**config.mk**
```make
export PLATFORM = sky130hd
export DESIGN_NAME = dab_tps_modulator
export DESIGN_NICKNAME = d
export VERILOG_FILES = /design/src/rtl/dab_tps_modulator.sv
export SDC_FILE = /design/constraint.sdc
export NUM_CORES = 1
export LEC_CHECK = 0
export ABC_CLOCK_PERIOD_IN_PS = 3600
export BUFFER_PORTS_ARGS = -buffer_cell sky130_fd_sc_hd__buf_4
export CAP_MARGIN = 0
export CORE_MARGIN = 5
export CORE_UTILIZATION = 55
export DETAILED_ROUTE_END_ITERATION = 16
export PLACE_DENSITY = 0.85
export SLEW_MARGIN = 20
export SYNTH_ARGS = -nofsm -noshare
export SYNTH_HDL_FRONTEND = slang
export SYNTH_SLANG_ARGS = --single-unit
```
**constraint.sdc**
```tcl
create_clock -name clk -period 3.6 [get_ports clk]
set_input_delay 0.18 -clock clk [delete_from_list [all_inputs] [get_ports clk]]
set_output_delay 0.18 -clock clk [all_outputs]
set_load 0.05 [all_outputs]
```
**src/rtl/dab_tps_modulator.sv**
```systemverilog
`default_nettype none
// ============================================================================
// Module      : dab_tps_modulator
// Description : N-bridge triple-phase-shift modulator. A phase accumulator
//               sets the switching period; every bridge emits a centred
//               three-level quasi-square wave with its own pulse width and
//               phase offset relative to bridge 0. Width/phase updates are
//               double-buffered and applied atomically at period boundaries.
//               Optional dead-time on direct +V/-V reversals is enabled by
//               defining DAB_TPS_DEADTIME_EN.
// Revision    : 1.0 - initial release
// ============================================================================
module dab_tps_modulator #(
    parameter int N_BR     = 2,
    parameter int ANG_W    = 9,
    parameter int PHASE_W  = 16,
    parameter int DEAD_CYC = 4
) (
    input  logic                      clk,
    input  logic                      rst,
    input  logic                      ce,
    input  logic                      sync,
    input  logic [PHASE_W-1:0]        phase_inc,
    input  logic [N_BR*(ANG_W-1)-1:0] t_flat,
    input  logic [N_BR*ANG_W-1:0]     phi_flat,
    input  logic                      load,
    output logic                      load_pending,
    output logic [2*N_BR-1:0]         v_flat,
    output logic                      trigger,
    output logic [ANG_W-1:0]          theta
);

    localparam int c_TW = ANG_W - 1;
    localparam logic [ANG_W-1:0] c_HALF = {1'b1, {(ANG_W-1){1'b0}}};

    logic [PHASE_W-1:0]     r_acc;
    logic                   r_sync_d;
    logic                   r_trig;
    logic                   r_pend;
    logic [N_BR*c_TW-1:0]   r_sh_t;
    logic [N_BR*c_TW-1:0]   r_act_t;
    logic [N_BR*ANG_W-1:0]  r_sh_phi;
    logic [N_BR*ANG_W-1:0]  r_act_phi;

    logic [PHASE_W:0]       w_sum;
    logic                   w_rise;
    logic                   w_bnd;

    // Carry out of the accumulator add marks a natural period wrap
    assign w_sum  = {1'b0, r_acc} + {1'b0, phase_inc};
    assign w_rise = sync & ~r_sync_d;
    // Wrap and sync together still form a single boundary
    assign w_bnd  = ce & (w_sum[PHASE_W] | w_rise);

    assign theta        = r_acc[PHASE_W-1 -: ANG_W];
    assign trigger      = r_trig;
    assign load_pending = r_pend;

    // Phase accumulator, sync edge tracking and period-start pulse
    always_ff @(posedge clk) begin
        if (!rst) begin
            r_acc    <= '0;
            r_sync_d <= 1'b0;
            r_trig   <= 1'b0;
        end else begin
            r_sync_d <= sync;
            r_trig   <= w_bnd;
            if (ce) begin
                r_acc <= w_rise ? '0 : w_sum[PHASE_W-1:0];
            end
        end
    end

    // Double-buffered width/phase registers; a load in a boundary cycle wins
    // and defers the transfer to the following boundary
    always_ff @(posedge clk) begin
        if (!rst) begin
            r_sh_t    <= '0;
            r_sh_phi  <= '0;
            r_act_t   <= '0;
            r_act_phi <= '0;
            r_pend    <= 1'b0;
        end else if (load) begin
            r_sh_t   <= t_flat;
            r_sh_phi <= phi_flat;
            r_pend   <= 1'b1;
        end else if (w_bnd && r_pend) begin
            r_act_t   <= r_sh_t;
            r_act_phi <= r_sh_phi;
            r_pend    <= 1'b0;
        end
    end

`ifdef DAB_TPS_DEADTIME_EN
    localparam int c_CW = (DEAD_CYC > 1) ? $clog2(DEAD_CYC) : 1;
    localparam logic [c_CW-1:0] c_HOLD = c_CW'(DEAD_CYC - 1);
`endif

    for (genvar k = 0; k < N_BR; k++) begin : g_bridge
        logic [c_TW-1:0]  w_t;
        logic [ANG_W-1:0] w_phi;
        logic [ANG_W-1:0] w_ang;
        logic [ANG_W-1:0] w_lo;
        logic [ANG_W-1:0] w_hi;
        logic [ANG_W-1:0] w_rel;
        logic             w_in;
        logic [1:0]       w_raw;
        logic [1:0]       r_vb;

        assign w_t   = r_act_t[k*c_TW +: c_TW];
        // Bridge 0 is the phase reference
        assign w_phi = (k == 0) ? '0 : r_act_phi[k*ANG_W +: ANG_W];
        assign w_ang = theta - w_phi;
        // Centred pulse window [lo, hi) within each half period
        assign w_lo  = (c_HALF - {1'b0, w_t}) >> 1;
        assign w_hi  = w_lo + {1'b0, w_t};
        // Position within the current half period (a or a-H)
        assign w_rel = {1'b0, w_ang[ANG_W-2:0]};
        assign w_in  = (w_rel >= w_lo) && (w_rel < w_hi);
        assign w_raw = w_in ? (w_ang[ANG_W-1] ? 2'b10 : 2'b01) : 2'b00;

`ifdef DAB_TPS_DEADTIME_EN
        logic [1:0]      r_prev;
        logic [c_CW-1:0] r_cnt;
        logic            w_rev;

        // Both states non-zero and different: a direct +V <-> -V step
        assign w_rev = (w_raw ^ r_prev) == 2'b11;

        // Output register with dead-time insertion on direct reversals
        always_ff @(posedge clk) begin
            if (!rst) begin
                r_prev <= 2'b00;
                r_cnt  <= '0;
                r_vb   <= 2'b00;
            end else if (ce) begin
                r_prev <= w_raw;
                if (w_rev) begin
                    r_cnt <= c_HOLD;
                    r_vb  <= 2'b00;
                end else if (r_cnt != '0) begin
                    r_cnt <= r_cnt - 1'b1;
                    r_vb  <= 2'b00;
                end else begin
                    r_vb <= w_raw;
                end
            end else begin
                r_vb <= 2'b00;
            end
        end
`else
        // Output register; forced to zero state while the clock enable is low
        always_ff @(posedge clk) begin
            if (!rst) begin
                r_vb <= 2'b00;
            end else begin
                r_vb <= ce ? w_raw : 2'b00;
            end
        end
`endif

        assign v_flat[2*k +: 2] = r_vb;
    end

endmodule
`default_nettype wire
```
# Yosys cells after proc, flatten, opt, wreduce, memory -nomap -nowiden

Cells that the tools add are included.

Output and inout port bits: 15
Logic and storage cells: 37
Flip-flop bits (word level): 91
Input port bits: 55

Bitwise operators: 5
Reductions and logical operators: 7
Mux-type cells: 5
Order comparisons: 4
Add/subtract/negate cells: 6

Operator list:

| kind                                            | count |
|---|---|
| adder 8 x 8 -> 9 bit                            | 2 |
| less-than comparator 8 x 9 -> 1 bit             | 2 |
| subtractor 9 x 8 -> 9 bit, first input constant | 2 |
| adder 16 x 16 -> 17 bit                         | 1 |
| greater-or-equal comparator 8 bit               | 2 |
| two-way mux 16 bit                              | 1 |
| subtractor 9 bit                                | 1 |
| AND reduction 3 bit                             | 2 |
| two-way mux 2 bit                               | 2 |
| logical AND 1 bit                               | 3 |
| bitwise AND 1 bit                               | 2 |
| two-way mux 1 bit                               | 2 |
| inverter 1 bit                                  | 2 |
| AND reduction 2 bit                             | 1 |
| nonzero test 2 bit                              | 1 |
| OR 1 bit                                        | 1 |

# Depth between registers and ports, before layout

Depth in word-level cells: 7
Depth in mapped cells: 17
Mapped depth without buffers: 16

# Least setup slack after synthesis

No wires, ideal clock.

Path kind: register -> register
Start point: register r_act_t[2]
End point: register g_bridge[0].r_vb[1]
Path slack: 319 ps
Clock period less this slack: 3281 ps
Arrival time: 3158 ps
Cell stages (with the launch flop): 16
Buffers on the path: 0
Cells stage by stage: dfxtp_1 -> nor3_1 -> nand2b_1 -> or4b_2 -> inv_1 -> ha_1 -> inv_1 -> or4_1 -> o311ai_0 -> nor3_1 -> ha_1 -> o21ai_0 -> a21oi_1 -> o211ai_1 -> a31oi_1 -> nor3b_1

Longest elaborated chain between the ends: 5

RTL lines:

| item                                     | line | text |
|---|---|---|
| start, declared                          | 41   | `logic [N_BR*c_TW-1:0] r_act_t;` |
| start signal, assigned                   | 88   | `r_act_t <= r_sh_t;` |
| subtractor 9 x 8 -> 9 bit                | 115  | `assign w_lo = (c_HALF - {1'b0, w_t}) >> 1;` |
| adder 8 x 8 -> 9 bit                     | 116  | `assign w_hi = w_lo + {1'b0, w_t};` |
| less-than comparator 8 x 9 -> 1 bit      | 119  | `assign w_in = (w_rel >= w_lo) && (w_rel < w_hi);` |
| logical AND 1 bit (*)                    | 119  |  |
| AND reduction 3 bit (no source line) (*) | --   |  |
| end signal, assigned                     | 157  | `r_vb <= ce ? w_raw : 2'b00;` |
| end, declared                            | 108  | `logic [1:0] r_vb;` |

Every way passes the cells marked *; elsewhere a longest branch is shown, timed or not.
A chain may end at the register's enable or synchronous reset.

# Worst setup path after layout

Start point: register r_act_t[8]
End point: register g_bridge[1].r_vb[1]

Longest elaborated chain between the ends: 5

RTL lines:

| item                                     | line |
|---|---|
| subtractor 9 x 8 -> 9 bit                | 115 |
| adder 8 x 8 -> 9 bit                     | 116 |
| less-than comparator 8 x 9 -> 1 bit      | 119 |
| logical AND 1 bit (*)                    | 119 |
| AND reduction 3 bit (no source line) (*) | -- |
| end signal, assigned                     | 157 |
| end, declared                            | 108 |

Marks and branches as above.

==> impl_results.md <==
- Worst Skew: 10.0 ps
- Proportion of synthesized chip area in sequential cells: 26.3%
- Met3 Use GR: 5.91%
- Clock latency on the worst-skew pair: 370 ps
- Overall Global Routing Usage: 20.1%
- Number of global-route vias before repair: 4544
- Ys Warns: 0
- Num Clock Sinks: 73
- Synth Cell Area: 5560 um2
- Hold Path Stages: 2
- Initial cell density of the core: 56.6%
- Syn_nets: 763
- Fin. Hold Viols: 0
- Share of cells above drive strength 1: 15.1%
- CTS HTree Levels: 3
- Syn Inst Count: 634
- TritonCTS buffer count: 9
- Top delay family on crit path: compound AO/OA/AOI/OAI gates
- Die area: 12200 um2
- Post-synth EDFFs: 0
- CP Launch Point: r_act_t[8]
- P_sw: 0.713 mW
- Max incr delay on CP: 420 ps
- CTS tree: yes
- GRT busiest layer: met2
- Remaining DRCs: 0
- Element type at the critical path end: register
- # port buffers: 60
- Num rows: 36
- Placed cell area: 5980 um2
- Synth async-reset ratio: 0%
- Depth of the most critical reg-to-reg path: 15
- Critical path arrival: 3660 ps
- Final Wtd Congestion: 0.903
- HPWL Detailed: 9250 um
- CP max FO: 9
- Reg2Reg Capture Point: g_bridge[1].r_vb[1]
- CP Depth: 15
- Synth cell types: 72
- Layout Nets: 811
- Boundary Pins: 70
- Most frequent cells in the layout: nand2_1 (73), ha_1 (69), dfxtp_1 (69), buf_4 (66), mux2i_1 (50)
- Final setup viols: 0
- WL final: 12400 um
- Net Sw Frac: 33.1%
- Vias/cell: 5.67
- CP max stage cell: dfxtp_2
- Clock buffer depth: 2
- Crit path time final: 3400 ps
- DR WL/cell: 15.1 um
- Most common cell on crit path: ha_1
- Vias: 4649
- Cell-internal power: 1.44 mW
- Actual slew at the worst max-slew pin: 733 ps
- Hold-fix buffers at CTS: 0
- Hold wc startpoint: sync
- Fin crit share: 94.5%
- Finished Cell Area: 6250 um2
- Pin count of the biggest net entering global routing: 90
- WP data required: 3850 ps
- Max-cap viol count: 0
- Status: completed
- HP Class: input pin to register
- Drt first pass iters: 5
- Worst Hold Endpoint: r_sync_d
- Cell Chain, Critical Path: inv_1 > ha_1 > xor2_1 > xnor2_1 > ha_1 > a21boi_0 > a2bb2oi_1 > o41a_1 > o21ai_0 > xnor2_1 > ha_1 > o211a_1 > o31ai_1 > a211oi_1 > nor3b_1
- Max VDD drop: 0.307 mV
- Power Dens Cells: 344 nW/um2
- CTS clk-pin slew, worst paths: 90 ps
- Gr ovfl total: 0
- Area added between synthesis and finish: 12.5%
- Rel. slew slack: 51.1%
- FF+latch count, synth: 73
- ANT nets after route: 0
- Final setup margin: 197 ps
- Total power draw: 2.15 mW
- Clock power frac: 32.1%
- Worst R2R Setup Slack: 200 ps
- Grt met2 use: 31.6%
- Antenna violations before repair: 0
- Commonest non-fill, non-tap cell in the layout: nand2_1
- Kind of critical path: register to register
- First-pass GRT wire length: 20800 um
- Post-synth top flop: dfxtp_1
- CTS Root Cell: clkbuf_8
- Core Area: 9820 um2
- Die W: 111 um
- Comb pwr share: 27.2%
- DP Worst Slack: -44.5 ps
- Detailed router's first-iteration violation count: 231
- Number of antenna diodes: 0
- Avg Cell Area, Syn: 8.77 um2
- Fmax: 294 MHz
- Buffers and inverters on the worst path: 1
- Startpoint types: register
- Sequential cell fraction of total power: 40.7%
- Pins over their slew limit: 0
- Height of the die: 111 um
- R2R Path Start: r_act_t[8]
- Met1 Use GR: 25.7%
- Leak Pwr: 2.67 nW
power by group through the flow:
stage / registers [mW] / clock network, mW / logic [mW]
final: 0.877 / 0.691 / 0.585
after detailed placement: 0.895 / 0 / 0.569
after global routing: 0.882 / 0.736 / 0.654
after global placement: 0.894 / 0 / 0.545
after CTS: 0.877 / 0.701 / 0.576
after floorplan: 0.901 / 0 / 0.429
through the flow:
| stage | hold slack, ps | instances | setup TNS (ps) | utilization (%) |
|---|---|---|---|---|
| after CTS | 30.9 | 819 | 0 | 63.0 |
| final | 34.7 | 820 | 0 | 63.7 |
| after floorplan | 302 | 634 | 0 | - |
| after global routing | 32.8 | 820 | -14.2 | 63.7 |
| after global placement | 412 | 803 | 0 | 60.9 |
| after detailed placement | 422 | 803 | -75.9 | 60.9 |
registers in the layout (all words and copies together) (netlist names):
name,cells
r_act_phi,9
r_act_t,16
r_sh_t,16
load_pending,1
g_bridge.r_vb,4
r_sync_d,1
trigger,1
r_acc,16
r_sh_phi,9
repair_timing:
item / in CTS / in global routing
setup endpoints to repair: 2 / 4
setup buffers: 0 / 1
pin swaps: 0 / 2
gates resized for setup: 3 / 13
hold endpoints to repair: 0 / 0
worst reg2reg max path: cells and delay by family (launching register included):
family	cells	cell delay [ps]
AOI/OAI and AO/OA	7	1280
adders and majority gates	3	860
xor gates and xnor gates	3	540
DFF	1	420
buffers and inverters	1	90
and+or+nand+nor	1	90
area by class of cell:
| type | instances | area, um2 |
|---|---|---|
| timing repair buffer | 66 | 495 |
| multi-input combinational | 488 | 3750 |
| clock inverter | 7 | 82.6 |
| inverter | 44 | 165 |
| tap | 133 | 166 |
| sequential | 73 | 1470 |
| clock buffer | 9 | 124 |
| fill | 832 | 3570 |
kinds of logic after synthesis:
group / Yosys count / share of synthesized area [%]
AND/OR/NAND/NOR: 192 / 17.6
AO/OA/AOI/OAI: 129 / 16.0
adder cells (fa/ha/maj): 74 / 17.1
buffers and inverters: 73 / 7.27
flip-flops: 73 / 26.3
multiplexers: 50 / 9.00
XOR/XNOR: 43 / 6.77
how the worst max path moves through the flow:
stage	to	slack [ps]
after floorplan	g_bridge[0].r_vb[1]	320
after global placement	g_bridge[0].r_vb[1]	170
after detailed placement	g_bridge[0].r_vb[1]	-40
after CTS	g_bridge[0].r_vb[1]	20
after global routing	g_bridge[1].r_vb[1]	-10
final	g_bridge[1].r_vb[1]	200
Yosys cell counts (all sizes together), types with 11 or more instances:
| cell type | number | share of area (%) |
|---|---|---|
| ha | 71 | 16 |
| dfxtp | 73 | 26 |
| mux2i | 50 | 9.0 |
| xnor2 | 26 | 4.1 |
| nand2 | 73 | 4.9 |
| nor2 | 20 | 1.4 |
| xor2 | 17 | 2.7 |
| o21ai | 25 | 2.3 |
| buf | 19 | 3.1 |
| nand3 | 12 | 1.1 |
| a21o | 12 | 1.6 |
| a211oi | 12 | 1.7 |
| inv | 43 | 2.9 |
| nor2b | 35 | 3.9 |
| a21oi | 29 | 2.8 |
| nor3 | 11 | 0.99 |
metal layers:
layer / wire (um) / vias to the layer above
met1: 5730 / 2167
li1: - / 2334
met4: 288 / 0
met3: 682 / 29
met5: 0 / -
met2: 5660 / 119
(Power assumes the default switching activity.)
